$ cat src/rtl/regex_job_sequencer_pkg.sv
// -----------------------------------------------------------------------------
// regex_job_sequencer_pkg
//   Shared definitions for the regex job sequencer slice. This package holds the
//   AXI_top register-interface constants the sequencer needs: REG_WIDTH, the
//   CMD_* command codes and the STATUS_* codes. It also holds the sequencer's
//   own state type, the in_bytes width and the default watchdog limit.
//   seq_last_bytes() decodes the in_bytes field of a string last word.
// -----------------------------------------------------------------------------
package regex_job_sequencer_pkg;

    localparam int REG_WIDTH = 32;

    // AXI_top command codes
    localparam logic [REG_WIDTH-1:0] CMD_NOP                = 32'd0;
    localparam logic [REG_WIDTH-1:0] CMD_WRITE              = 32'd1;
    localparam logic [REG_WIDTH-1:0] CMD_START              = 32'd3;
    localparam logic [REG_WIDTH-1:0] CMD_RESET              = 32'd4;
    localparam logic [REG_WIDTH-1:0] CMD_READ_ELAPSED_CLOCK = 32'd5;

    // AXI_top status codes
    localparam logic [REG_WIDTH-1:0] STATUS_RUNNING  = 32'd1;
    localparam logic [REG_WIDTH-1:0] STATUS_ACCEPTED = 32'd2;
    localparam logic [REG_WIDTH-1:0] STATUS_REJECTED = 32'd3;

    localparam int SEQ_BYTES_W         = 2;
    localparam int SEQ_TIMEOUT_DEFAULT = 2**20;

    typedef enum logic [3:0] {
        SEQ_IDLE,
        SEQ_LOAD_CODE,
        SEQ_LOAD_STRING,
        SEQ_START,
        SEQ_WAIT_RUN,
        SEQ_WAIT_DONE,
        SEQ_READ_CC,
        SEQ_CAPTURE_CC,
        SEQ_RESET_CORE,
        SEQ_RESPOND
    } seq_state_t;

    // Valid byte count of a string last word; the value 0 encodes a full word.
    function automatic logic [REG_WIDTH-1:0] seq_last_bytes(input logic [SEQ_BYTES_W-1:0] b);
        return (b == '0) ? REG_WIDTH'(4) : REG_WIDTH'(b);
    endfunction

endpackage

$ cat src/rtl/regex_job_sequencer.sv
// -----------------------------------------------------------------------------
// regex_job_sequencer
//   Host-side driver for AXI_top's register interface. The module accepts one
//   job as a valid/ready word stream: the code segment first, then the string
//   segment. It writes both segments into coprocessor memory and starts a
//   match. It then waits for accept/reject, reads the elapsed-clock count,
//   resets the core and returns one result record.
//
// Parameters
//   MEM_WORDS       coprocessor memory capacity in REG_WIDTH words
//   TIMEOUT_CYCLES  watchdog limit in WAIT_RUN/WAIT_DONE
//
// Optional feature
//   Defining REGEX_SEQ_TIMEOUT_EN adds the watchdog. When it expires, the
//   sequencer flags an error, reports TIMEOUT_CYCLES as the cycle count and
//   resets the core. Without it, the wait states wait indefinitely.
//
// Ports
//   clk, rst                    clock, asynchronous active-high reset
//   in_valid/in_ready           job word handshake
//   in_data, in_last, in_bytes  job word, end of segment, last-word byte count
//   address_register            word address to AXI_top
//   data_in_register            write data to AXI_top
//   start_cc_pointer_register   string first byte address
//   end_cc_pointer_register     string last byte address (inclusive)
//   cmd_register                command code to AXI_top
//   status_register             status from AXI_top
//   data_o_register             read data from AXI_top
//   res_valid/res_ready         result handshake
//   res_accept, res_error       match accepted / job failed
//   res_cycles                  elapsed clock count reported by the core
// -----------------------------------------------------------------------------
module regex_job_sequencer
    import regex_job_sequencer_pkg::*;
#(
    parameter int MEM_WORDS      = 1024,
    parameter int TIMEOUT_CYCLES = SEQ_TIMEOUT_DEFAULT
) (
    input  logic                   clk,
    input  logic                   rst,
    input  logic                   in_valid,
    output logic                   in_ready,
    input  logic [REG_WIDTH-1:0]   in_data,
    input  logic                   in_last,
    input  logic [SEQ_BYTES_W-1:0] in_bytes,
    output logic [REG_WIDTH-1:0]   address_register,
    output logic [REG_WIDTH-1:0]   data_in_register,
    output logic [REG_WIDTH-1:0]   start_cc_pointer_register,
    output logic [REG_WIDTH-1:0]   end_cc_pointer_register,
    output logic [REG_WIDTH-1:0]   cmd_register,
    input  logic [REG_WIDTH-1:0]   status_register,
    input  logic [REG_WIDTH-1:0]   data_o_register,
    output logic                   res_valid,
    input  logic                   res_ready,
    output logic                   res_accept,
    output logic                   res_error,
    output logic [REG_WIDTH-1:0]   res_cycles
);

    // One extra bit so that wp == MEM_WORDS (memory full) is representable.
    localparam int              WP_W    = $clog2(MEM_WORDS) + 1;
    localparam logic [WP_W-1:0] WP_FULL = WP_W'(MEM_WORDS);

    seq_state_t           state_reg;
    logic [WP_W-1:0]      wp_reg;
    logic [WP_W-1:0]      str_wp_reg;      // word address of the first string word
    logic [REG_WIDTH-1:0] nb_reg;          // string length in bytes
    logic [1:0]           start_phase_reg;
    logic                 err_reg;
    logic                 accept_reg;
    logic [REG_WIDTH-1:0] cycles_reg;

    logic                 xfer;
    logic                 overflow_now;
    logic [WP_W-1:0]      wp_inc;
    logic [REG_WIDTH-1:0] nb_now;

    assign xfer         = in_valid & in_ready;
    assign overflow_now = (wp_reg == WP_FULL);
    // Once memory is full, the pointer stops advancing and later words are dropped.
    assign wp_inc       = overflow_now ? wp_reg : wp_reg + WP_W'(1);
    // Length at the string last word: 4 bytes per earlier string word plus this word's bytes.
    assign nb_now       = (REG_WIDTH'(wp_reg - str_wp_reg) << 2) + seq_last_bytes(in_bytes);

`ifdef REGEX_SEQ_TIMEOUT_EN
    localparam int              TMO_W    = $clog2(TIMEOUT_CYCLES) + 1;
    localparam logic [TMO_W-1:0] TMO_LAST = TMO_W'(TIMEOUT_CYCLES - 1);

    logic [TMO_W-1:0] tmo_reg;
    logic             tmo_hit;

    assign tmo_hit = (tmo_reg == TMO_LAST) &&
                     ((state_reg == SEQ_WAIT_RUN) || (state_reg == SEQ_WAIT_DONE));
`else
    logic unused_timeout;
    assign unused_timeout = ^TIMEOUT_CYCLES;
`endif

    always_ff @(posedge clk or posedge rst) begin
        if (rst) begin
            state_reg                 <= SEQ_IDLE;
            wp_reg                    <= '0;
            str_wp_reg                <= '0;
            nb_reg                    <= '0;
            start_phase_reg           <= '0;
            err_reg                   <= 1'b0;
            accept_reg                <= 1'b0;
            cycles_reg                <= '0;
            in_ready                  <= 1'b0;
            address_register          <= '0;
            data_in_register          <= '0;
            start_cc_pointer_register <= '0;
            end_cc_pointer_register   <= '0;
            cmd_register              <= CMD_NOP;
            res_valid                 <= 1'b0;
            res_accept                <= 1'b0;
            res_error                 <= 1'b0;
            res_cycles                <= '0;
`ifdef REGEX_SEQ_TIMEOUT_EN
            tmo_reg                   <= '0;
`endif
        end else begin
            case (state_reg)
                SEQ_IDLE: begin
                    wp_reg          <= '0;
                    err_reg         <= 1'b0;
                    accept_reg      <= 1'b0;
                    cycles_reg      <= '0;
                    start_phase_reg <= '0;
                    cmd_register    <= CMD_NOP;
                    in_ready        <= 1'b1;
                    state_reg       <= SEQ_LOAD_CODE;
                end

                SEQ_LOAD_CODE, SEQ_LOAD_STRING: begin
                    cmd_register <= CMD_NOP;
                    if (xfer) begin
                        if (overflow_now) begin
                            err_reg <= 1'b1;
                        end else begin
                            address_register <= REG_WIDTH'(wp_reg);
                            data_in_register <= in_data;
                            cmd_register     <= CMD_WRITE;
                        end
                        wp_reg <= wp_inc;
                        if (in_last) begin
                            if (state_reg == SEQ_LOAD_CODE) begin
                                str_wp_reg <= wp_inc;
                                state_reg  <= SEQ_LOAD_STRING;
                            end else begin
                                in_ready <= 1'b0;
                                nb_reg   <= nb_now;
                                if (err_reg || overflow_now) begin
                                    // Incomplete job: report the failure without touching the core.
                                    res_valid  <= 1'b1;
                                    res_error  <= 1'b1;
                                    res_accept <= 1'b0;
                                    res_cycles <= '0;
                                    state_reg  <= SEQ_RESPOND;
                                end else begin
                                    start_phase_reg <= '0;
                                    state_reg       <= SEQ_START;
                                end
                            end
                        end
                    end
                end

                // The first cycle in START still shows the final string write.
                // CMD_START is then held for two cycles.
                SEQ_START: begin
                    start_phase_reg <= start_phase_reg + 2'd1;
`ifdef REGEX_SEQ_TIMEOUT_EN
                    tmo_reg <= '0;
`endif
                    case (start_phase_reg)
                        2'd0: begin
                            start_cc_pointer_register <= REG_WIDTH'(str_wp_reg) << 2;
                            end_cc_pointer_register   <= (REG_WIDTH'(str_wp_reg) << 2) + nb_reg - REG_WIDTH'(1);
                            cmd_register              <= CMD_START;
                        end
                        2'd1: cmd_register <= CMD_START;
                        default: begin
                            cmd_register <= CMD_NOP;
                            state_reg    <= SEQ_WAIT_RUN;
                        end
                    endcase
                end

                SEQ_WAIT_RUN: begin
`ifdef REGEX_SEQ_TIMEOUT_EN
                    tmo_reg <= tmo_reg + TMO_W'(1);
`endif
                    if (status_register == STATUS_RUNNING) begin
                        state_reg <= SEQ_WAIT_DONE;
                    end
                end

                SEQ_WAIT_DONE: begin
`ifdef REGEX_SEQ_TIMEOUT_EN
                    tmo_reg <= tmo_reg + TMO_W'(1);
`endif
                    if (status_register != STATUS_RUNNING) begin
                        accept_reg <= (status_register == STATUS_ACCEPTED);
                        if ((status_register != STATUS_ACCEPTED) &&
                            (status_register != STATUS_REJECTED)) begin
                            err_reg <= 1'b1;
                        end
                        cmd_register <= CMD_READ_ELAPSED_CLOCK;
                        state_reg    <= SEQ_READ_CC;
                    end
                end

                SEQ_READ_CC: begin
                    cmd_register <= CMD_NOP;
                    state_reg    <= SEQ_CAPTURE_CC;
                end

                // AXI_top returns the count one cycle after the read command.
                SEQ_CAPTURE_CC: begin
                    cycles_reg   <= data_o_register;
                    cmd_register <= CMD_RESET;
                    state_reg    <= SEQ_RESET_CORE;
                end

                SEQ_RESET_CORE: begin
                    cmd_register <= CMD_NOP;
                    res_valid    <= 1'b1;
                    res_accept   <= accept_reg;
                    res_error    <= err_reg;
                    res_cycles   <= cycles_reg;
                    state_reg    <= SEQ_RESPOND;
                end

                SEQ_RESPOND: begin
                    if (res_ready) begin
                        res_valid <= 1'b0;
                        state_reg <= SEQ_IDLE;
                    end
                end

                default: state_reg <= SEQ_IDLE;
            endcase

`ifdef REGEX_SEQ_TIMEOUT_EN
            // Watchdog takes priority over a same-cycle status change.
            if (tmo_hit) begin
                err_reg      <= 1'b1;
                accept_reg   <= 1'b0;
                cycles_reg   <= REG_WIDTH'(TIMEOUT_CYCLES);
                cmd_register <= CMD_RESET;
                state_reg    <= SEQ_RESET_CORE;
            end
`endif
        end
    end

endmodule
$ cat config.mk
export PLATFORM = sky130hd
export DESIGN_NAME = regex_job_sequencer
export DESIGN_NICKNAME = d
export VERILOG_FILES = /design/src/rtl/regex_job_sequencer_pkg.sv /design/src/rtl/regex_job_sequencer.sv
export SDC_FILE = /design/constraint.sdc
export NUM_CORES = 1
export LEC_CHECK = 0
export BUFFER_PORTS_ARGS = -buffer_cell sky130_fd_sc_hd__buf_2
export CAP_MARGIN = 20
export CELL_PAD_IN_SITES_DETAIL_PLACEMENT = 0
export CELL_PAD_IN_SITES_GLOBAL_PLACEMENT = 2
export CORE_MARGIN = 4
export CORE_UTILIZATION = 34
export CTS_CLUSTER_DIAMETER = 50
export CTS_CLUSTER_SIZE = 40
export DETAILED_ROUTE_END_ITERATION = 7
export PLACE_DENSITY_LB_ADDON = 0.1
export SLEW_MARGIN = 0
export SYNTH_ARGS = -nofsm -noshare
export SYNTH_HDL_FRONTEND = slang
export SYNTH_SLANG_ARGS = --single-unit
export TNS_END_PERCENT = 1
$ cat constraint.sdc
create_clock -name clk -period 12.21 [get_ports clk]
set_input_delay 1.221 -clock clk [delete_from_list [all_inputs] [get_ports clk]]
set_output_delay 1.221 -clock clk [all_outputs]
set_load 0.005 [all_outputs]
==> results of run 1 <==
## critical path, cell delays in order (launching register included)
cell,delay (ns)
dfrtp_1,0.47
inv_1,0.17
ha_1,0.19
inv_1,0.06
fa_1,0.41
a21o_1,0.22
a221oi_2,0.32
xnor2_1,0.22
and4b_4,0.31
nand4_1,0.15
a21oi_1,0.18
xor2_1,0.17
o21ai_1,0.07
## cell usage in the layout, fill, tap and decap left out, types with 17 or more instances in the layout
cell type,count
nor2_1,35
conb_1,71
buf_2,227
xnor2_1,24
o21ai_0,65
nand2_1,191
inv_1,62
ha_1,42
a22o_1,68
a21oi_1,27
dfrtp_1,198
clkbuf_16,17
a21o_1,20
## metrics by stage
step | cells | util (%) | power [mW] | hold WS (ns)
after global placement | 1594 | 38.83 | 2.381 | 0.4534
after global routing | 1626 | 41.05 | 3.233 | 0.4922
after floorplan | 1097 | - | 1.981 | 0.4498
after CTS | 1626 | 41.05 | 3.022 | 0.4795
after detailed placement | 1594 | 38.83 | 2.387 | 0.4581
final | 1626 | 41.05 | 2.959 | 0.4728
## worst paths after layout
check / start / end / slack, ns
setup reg to reg: wp_reg[0] / nb_reg[13] / 9.12
max in group asynchronous: rst / in_ready / 10.04
setup / recovery: wp_reg[0] / nb_reg[13] / 9.12
hold reg to reg: address_register[4] / address_register[4] / 0.47
hold / removal: address_register[4] / address_register[4] / 0.47
min in group asynchronous: rst / data_in_register[13] / 0.84
## final cells by class
class,instances,share of cell area (%)
clock buffer,17,3.562
inverter,63,2.043
multi-input combinational,714,37.00
tap,384,4.023
timing repair buffer,235,10.02
sequential,198,41.49
clock inverter,15,1.865
## power by group
group	internal, mW	total, mW	switching [mW]	leakage, nW
clock	0.293	0.616	0.323	0.312
sequential	0.894	1.05	0.161	2.61
combinational	0.582	1.29	0.707	3.43
## layer usage
layer / up-vias / track usage, %
met5: - / 0
met4: 8 / 2.813
met3: 19 / 3.398
met2: 176 / 25.80
met1: 3641 / 20.06
li1: 3753 / -
## cells by family after synthesis
group	Yosys count	share of synthesized area, %
adder cells (fa/ha/maj)	45	5.773
XOR/XNOR	36	3.109
AO/OA/AOI/OAI	224	15.47
flip-flops	198	48.85
other	1	0.03697
multiplexers	17	1.900
AND/OR/NAND/NOR	321	14.56
buffers and inverters	185	10.30
==> results.toml, run 1 <==
[status]
status = "complete, no violations"

[drt]
wl_met3_um = 1281
drt_iter0_drc = 433
via_per_inst = 4.672
wl_met1_um = 11200
wl_met2_um = 12370
drt-total-wl_um = 25070
num_vias = 7597
first_pass_iters = 5
top_layer = "met5"
wl_per_cell_um = 15.42
ant_nets = 0
drc = 0

[floorplan]
design.die.area_um2 = 32660
die_width_um = 180.7
core_area_um2 = 29090
initial_core_util_pct = 34.86
die_h_um = 180.7
rows = 62
pin_count = 299

[clock_tree]
cts.clk_slew.worst_paths_ns = 0.08
post_cts_resized = 0
clkSinkCount = 198
cts_hold_buffers = 0
clockBufferDepth = 2
cts_tree = "yes"
post_cts.repair.setup_buffers = 0
ctsHtreeMaxLevel = 4
cts-root-buf = "clkbuf_16"
numCtsBuffers = 17
clock_latency_ns = 0.45

[timing]
final_hold_viol_count = 0
tns_ns = 0
rsz0062_at_grt = "no"
finalMaxSlewViolations = 0
post-route-period-util_pct = 25.30
max_freq_mhz = 323.7
relSlewSlack_pct = 35.76
max_slew.worst_pin.slew_ns = 0.9637
fin_ws_ns = 9.121
fin_worst_skew_ns = 0.01880
period_minus_slack_ns = 3.089
setup_violations = 0

[global_route]
grt_pass1_vias = 7558
antenna_found_initial = 4
grt_usage_pct = 15.15
grt_pass1_wl_um = 40850
grt_max_degree = 85
grt-ovfl-total = 0

[worst_setup_path]
cp_data_arrival_time_ns = 3.38
crit_type = "reg2reg"
ff2ff_path_depth = 12
critPathMaxFanout = 7
cp-start-kind = "flip-flop"
cp_data_required_time_ns = 12.50
end_kind = "flip-flop"

[yosys]
yosys.cell_count.top_type = "dfrtp_1"
ys_top_cells_by_count = "dfrtp_1 (198), nand2_1 (192), buf_4 (81)"
synth-seq-cells = 198
synth_top_area_share_pct = 48.85
yosysUniqueCellTypes = 72
yosysTopAreaCell = "dfrtp_1"
ys.flop_type = "dfrtp_1"
syn_area_um2 = 10140
synthArstFlopShare_pct = 100.0
ys_warn_count = 0
synth-edff-count = 0
avgSynthCellArea_um2 = 9.876
synth_top_cells_by_area = "dfrtp_1 (49%), nand2_1 (7.1%), buf_4 (6.0%)"
ys_seq_area_share_pct = 48.85
syn_inst = 1027

[flow_run]
cap_violations = 0

[layout]
fillers = 2975
n_antenna_cell = 0
area_growth_pct = 17.75
num-nets-final = 1377
multi_input_area_um2 = 4419
seq_area_um2 = 4955
drive_gt1_share_pct = 24.56
design_area_um2 = 11940

[place]
placedInstanceArea_um2 = 11290
dp_slack_ns = 8.995
portBuffers = 227
place_hpwl_um = 17980
place_congestion = 0.7595

[power_and_ir_drop]
ir_drop_v = 0.0001101
p_per_area_nw_per_um2 = 247.8
leakagePower_nw = 6.352

[worst_hold_path]
whs_path_depth = 2
hold_class = "reg2reg"
No activity file was read; power rests on OpenSTA's default activity.
==> inputs of run 2 (changes only) <==
CORE_UTILIZATION = 32   (was 34)
clock period = 3.1 ns   (was 12.21 ns; I/O delays follow)
==> run 2 against run 1 <==
Net effect: sequential cell count unchanged; fmax rose by 6.4%; core utilization is 1.9 points lower; critical path type unchanged.
==> results.toml, run 2 (same netlist as run 1, synthesis figures left out) <==
[floorplan]
rows = 64
design.die.area_um2 = 34610
die_width_um = 186.0
initial_core_util_pct = 32.81
core_area_um2 = 30910
die_h_um = 186.0
pin_count = 299

[drt]
drt-total-wl_um = 26160
wl_per_cell_um = 15.75
via_per_inst = 4.686
drc = 0
num_vias = 7783
first_pass_iters = 4
ant_nets = 0
drt_iter0_drc = 334

[worst_hold_path]
whs_path_depth = 3
hold_class = "in2reg"
whs_endpoint = "data_in_register[3]"
hp-start = "in_data[3]"

[power_and_ir_drop]
netSwitchingPower_mw = 4.642
power_frac_comb_pct = 46.5
ir_drop_v = 0.0004366
p_clk_share_pct = 18.8
p_sw_share_pct = 39.60
p_per_area_nw_per_um2 = 967.6
total_power_mw = 11.72
leakagePower_nw = 6.440
seqPwrFrac_pct = 34.7
p_int_mw = 7.080

[global_route]
met2_usage_pct = 25.19
grt_max_degree = 77
use_met3_pct = 4.456
grt_pass1_wl_um = 42400
busiest_layer = "met2"
met1_usage_pct = 20.57
grt_usage_pct = 15.44
grt-ovfl-total = 0
grt_pass1_vias = 7683
antenna_found_initial = 1

[place]
place_hpwl_um = 19350
place_congestion = 0.7482
dp_cells = 1627
portBuffers = 227

[worst_setup_path]
r2r_setup_slack_ns = 0.20
crit_type = "reg2reg"
r2r_end = "end_cc_pointer_register[14]"
ff2ff_path_depth = 12
crit_family = "compound AO/OA/AOI/OAI gates"
worst_path_most_repeated_cell = "a21o_1"
critPathBufInv = 2
cp-start-kind = "flip-flop"
r2r_start = "str_wp_reg[5]"
end_kind = "flip-flop"
cp_data_required_time_ns = 3.45
max_stage_delay_ns = 0.45
cp_slowest_cell = "fa_1"
cp_data_arrival_time_ns = 3.26
critPathMaxFanout = 6
path_cells = "inv_1 > ha_1 > inv_1 > ha_2 > a21o_1 > a21o_1 > a21o_1 > nand3_1 > o211ai_1 > a221oi_2 > fa_1 > o21ai_0"

[timing]
period_minus_slack_ns = 2.905
hold_ws_ns = 0.04984
setup_violations = 0
max_slew.worst_pin.slew_ns = 0.6992
final_hold_viol_count = 0
max_freq_mhz = 344.3
fin_worst_skew_ns = 0.01512
finalMaxSlewViolations = 0
post-route-period-util_pct = 93.70
relSlewSlack_pct = 53.39

[clock_tree]
clock_latency_ns = 0.45
cts.clk_slew.worst_paths_ns = 0.08
cts-root-buf = "clkbuf_16"
ctsHtreeMaxLevel = 4
clockBufferDepth = 2
clkSinkCount = 198
numCtsBuffers = 17
cts_tree = "yes"

[flow_run]
cap_violations = 0

[layout]
layout_common_cells = "buf_2 (227), dfrtp_1 (198), nand2_1 (191)"
area_growth_pct = 19.46
stdcell_count = 1661
drive_gt1_share_pct = 26.09
fillers = 3147
final_common_cell = "buf_2"
n_antenna_cell = 0
num-nets-final = 1400

[status]
status = "complete, no violations"
[run 2: layer usage]
metal | routed length [um] | vias up | part of all wire (%)
li1 | - | 3805 | -
met5 | 12 | - | 0.046
met2 | 12750 | 200 | 49
met1 | 11690 | 3765 | 45
met4 | 214 | 2 | 0.82
met3 | 1498 | 11 | 5.7
[run 2: cell type report]
type	count	area, um2	share of cell area, %
Multi-Input combinational cell	714	4441	36.65
Timing Repair Buffer	258	1409	11.63
Clock buffer	19	442.9	3.656
Clock inverter	13	132.6	1.095
Sequential cell	198	4955	40.90
Inverter	63	240.2	1.983
Tap cell	396	495.5	4.090
[run 2: worst min-delay path, cell delays in order]
cell     delay, ns
buf_2         0.07
nand2_1       0.04
nand2_1       0.04
[run 2: stage by stage]
stage	setup TNS, ns	setup slack (ns)	utilization (%)	area, um2
after floorplan	0	0.2296	-	10410
after global placement	0	0.08947	37.22	11510
after detailed placement	0	0.08470	37.22	11510
after CTS	0	0.03947	39.12	12090
after global routing	-0.04920	-0.04920	39.20	12120
final	0	0.1954	39.20	12120
[run 2: power by group through the flow]
| stage | sequential [mW] | clock (mW) | combinational, mW |
|---|---|---|---|
| after floorplan | 4.08 | 0 | 3.73 |
| after global placement | 4.11 | 0 | 5.51 |
| after detailed placement | 4.11 | 0 | 5.51 |
| after CTS | 4.08 | 2.31 | 5.54 |
| after global routing | 4.20 | 2.40 | 6.24 |
| final | 4.06 | 2.21 | 5.45 |
[run 2: timing repair]
action                                 CTS  global route
setup endpoints to repair                0             1
hold buffers                             1             0
endpoints found under the hold margin   25             0
setup buffers                            0             1
resized for setup                        0             4
[run 2: worst max-delay path by stage]
stage               slack (ns)           from                     endpoint  depth (start not counted)
floorplan                 0.23            rst                   accept_reg                          1
global placement          0.09  str_wp_reg[0]  end_cc_pointer_register[14]                         12
detailed placement        0.08  str_wp_reg[0]  end_cc_pointer_register[14]                         12
CTS                       0.04  str_wp_reg[0]  end_cc_pointer_register[14]                         12
global route             -0.05  str_wp_reg[5]  end_cc_pointer_register[14]                         12
finish                    0.20  str_wp_reg[5]  end_cc_pointer_register[14]                         12
==> inputs of run 3 (changes only) <==
CTS_BUF_LIST = sky130_fd_sc_hd__clkbuf_16   (was default)
REMOVE_ABC_BUFFERS = 1   (was default)
==> run 3 against run 2 <==
Net effect: the run now ends with hold timing left; sequential cell count unchanged; combinational power about the same; highest routed layer unchanged; core utilization decreased by 0.14 points; final cell count about the same; sequential share of layout area increased by 0.14 points; via count decreased by 2.7%; design area decreased by 0.35%; sequential power about the same; non-clock buffer count decreased by 1; clock skew increased by 0.0046 ns.
==> results.toml, run 3 (same netlist as run 1, synthesis figures left out) <==
[place]
place_congestion = 0.7578
place_hpwl_um = 19640
placedInstanceArea_um2 = 11500
portBuffers = 227
dp_cells = 1627

[layout]
num-nets-final = 1399
stdcell_count = 1660
n_antenna_cell = 0
design_area_um2 = 12070
drive_gt1_share_pct = 26.11
layout_common_cells = "buf_2 (227), dfrtp_1 (198), nand2_1 (191)"
area_growth_pct = 19.04
fillers = 3167
final_common_cell = "buf_2"

[global_route]
grt_usage_pct = 15.12
antenna_found_initial = 4
grt-ovfl-total = 0
busiest_layer = "met2"
grt_max_degree = 100
grt_pass1_vias = 7481
met1_usage_pct = 20.05
use_met3_pct = 4.788
met2_usage_pct = 24.29
grt_pass1_wl_um = 41210

[worst_setup_path]
cp-start-kind = "flip-flop"
ff2ff_path_depth = 12
cp_data_required_time_ns = 3.46
cp_data_arrival_time_ns = 3.24
end_kind = "flip-flop"
crit_type = "reg2reg"
critPathMaxFanout = 6

[power_and_ir_drop]
p_per_area_nw_per_um2 = 962.9
ir_drop_v = 0.0003724
leakagePower_nw = 6.410

[clock_tree]
cts-root-buf = "clkbuf_16"
cts.clk_slew.worst_paths_ns = 0.07
clkSinkCount = 198
ctsHtreeMaxLevel = 4
cts_tree = "yes"
clockBufferDepth = 2
numCtsBuffers = 17
clock_latency_ns = 0.45

[timing]
post-route-period-util_pct = 92.97
setup_violations = 0
rsz0062_at_grt = "no"
final_hold_viol_count = 6
fin_worst_skew_ns = 0.01975
tns_ns = 0
period_minus_slack_ns = 2.882
max_slew.worst_pin.slew_ns = 0.7297
relSlewSlack_pct = 51.35
finalMaxSlewViolations = 0
max_freq_mhz = 347.0
hold_ws_ns = -0.01433

[drt]
first_pass_iters = 4
via_per_inst = 4.560
wl_per_cell_um = 15.97
drt-total-wl_um = 26500
num_vias = 7569
ant_nets = 0
drt_iter0_drc = 302
drc = 0

[floorplan]
core_area_um2 = 30910
die_width_um = 186.0
rows = 64
die_h_um = 186.0
design.die.area_um2 = 34610
initial_core_util_pct = 32.81
pin_count = 299

[worst_hold_path]
hold_class = "in2async"

[status]
violations = "hold timing"
status = "finished, violations left"

[flow_run]
cap_violations = 0
## run 3: routing by layer
| layer | part of all wire [%] | up-vias | routed length, um |
|---|---|---|---|
| met2 | 48 | 207 | 12630 |
| met3 | 6.8 | 25 | 1813 |
| li1 | - | 3801 | - |
| met1 | 44 | 3528 | 11730 |
| met5 | 0.22 | - | 59 |
| met4 | 1.0 | 8 | 272 |
## run 3: through the flow
stage / util, % / total power, mW / hold slack, ns / worst slack (ns)
floorplan: - / 7.547 / 0.4154 / -2.607
global route: 39.06 / 12.73 / 0.04014 / 0.0004163
global placement: 37.20 / 9.595 / 0.4541 / 0.08678
CTS: 38.97 / 11.80 / 0.01508 / 0.006354
detailed placement: 37.20 / 9.598 / 0.4568 / 0.05171
finish: 39.06 / 11.62 / -0.01433 / 0.2178
## run 3: layout make-up
type / count / area, um2 / area share, %
flip-flops and latches: 198 / 4955 / 41.04
multi-input cells: 714 / 4444 / 36.81
repair buffers: 257 / 1386 / 11.48
well taps: 396 / 495.5 / 4.104
clock buffers: 17 / 425.4 / 3.524
inverters: 63 / 244.0 / 2.021
clock inverters: 15 / 122.6 / 1.016
## run 3: report_power, final
group          leakage [nW]  switching (mW)  internal, mW
Sequential             2.61           0.528          3.52
Combinational          3.55            2.98          2.45
Clock                 0.252            1.09          1.05
Total                  6.41            4.60          7.03
## run 3: final timing paths
path                            slack, ns                     endpoint                  from
worst max-delay path                 0.22  end_cc_pointer_register[14]         str_wp_reg[5]
worst min-delay path                -0.01               cycles_reg[17]                   rst
worst max register to register       0.22  end_cc_pointer_register[14]         str_wp_reg[5]
worst min register to register       0.47         data_in_register[29]  data_in_register[29]
max in group asynchronous            2.26               res_cycles[10]                   rst
min in group clk                     0.06         data_in_register[19]           in_data[19]
## run 3: critical path, stage by stage, from the launching register on
cell      delay (ns)
dfrtp_1         0.36
inv_2           0.06
ha_1            0.28
inv_1           0.06
ha_2            0.30
a21o_1          0.20
a21o_1          0.17
a21o_1          0.19
nand3_1         0.10
o211ai_1        0.16
a221oi_2        0.33
fa_1            0.45
o21ai_0         0.15
## run 3: what timing repair did
item                                    4_1_cts  5_1_grt
endpoints found under the setup margin        0        6
hold buffers                                  0        0
endpoints found under the hold margin         0        0
gates resized for setup                       0        6
setup buffers                                 0        1
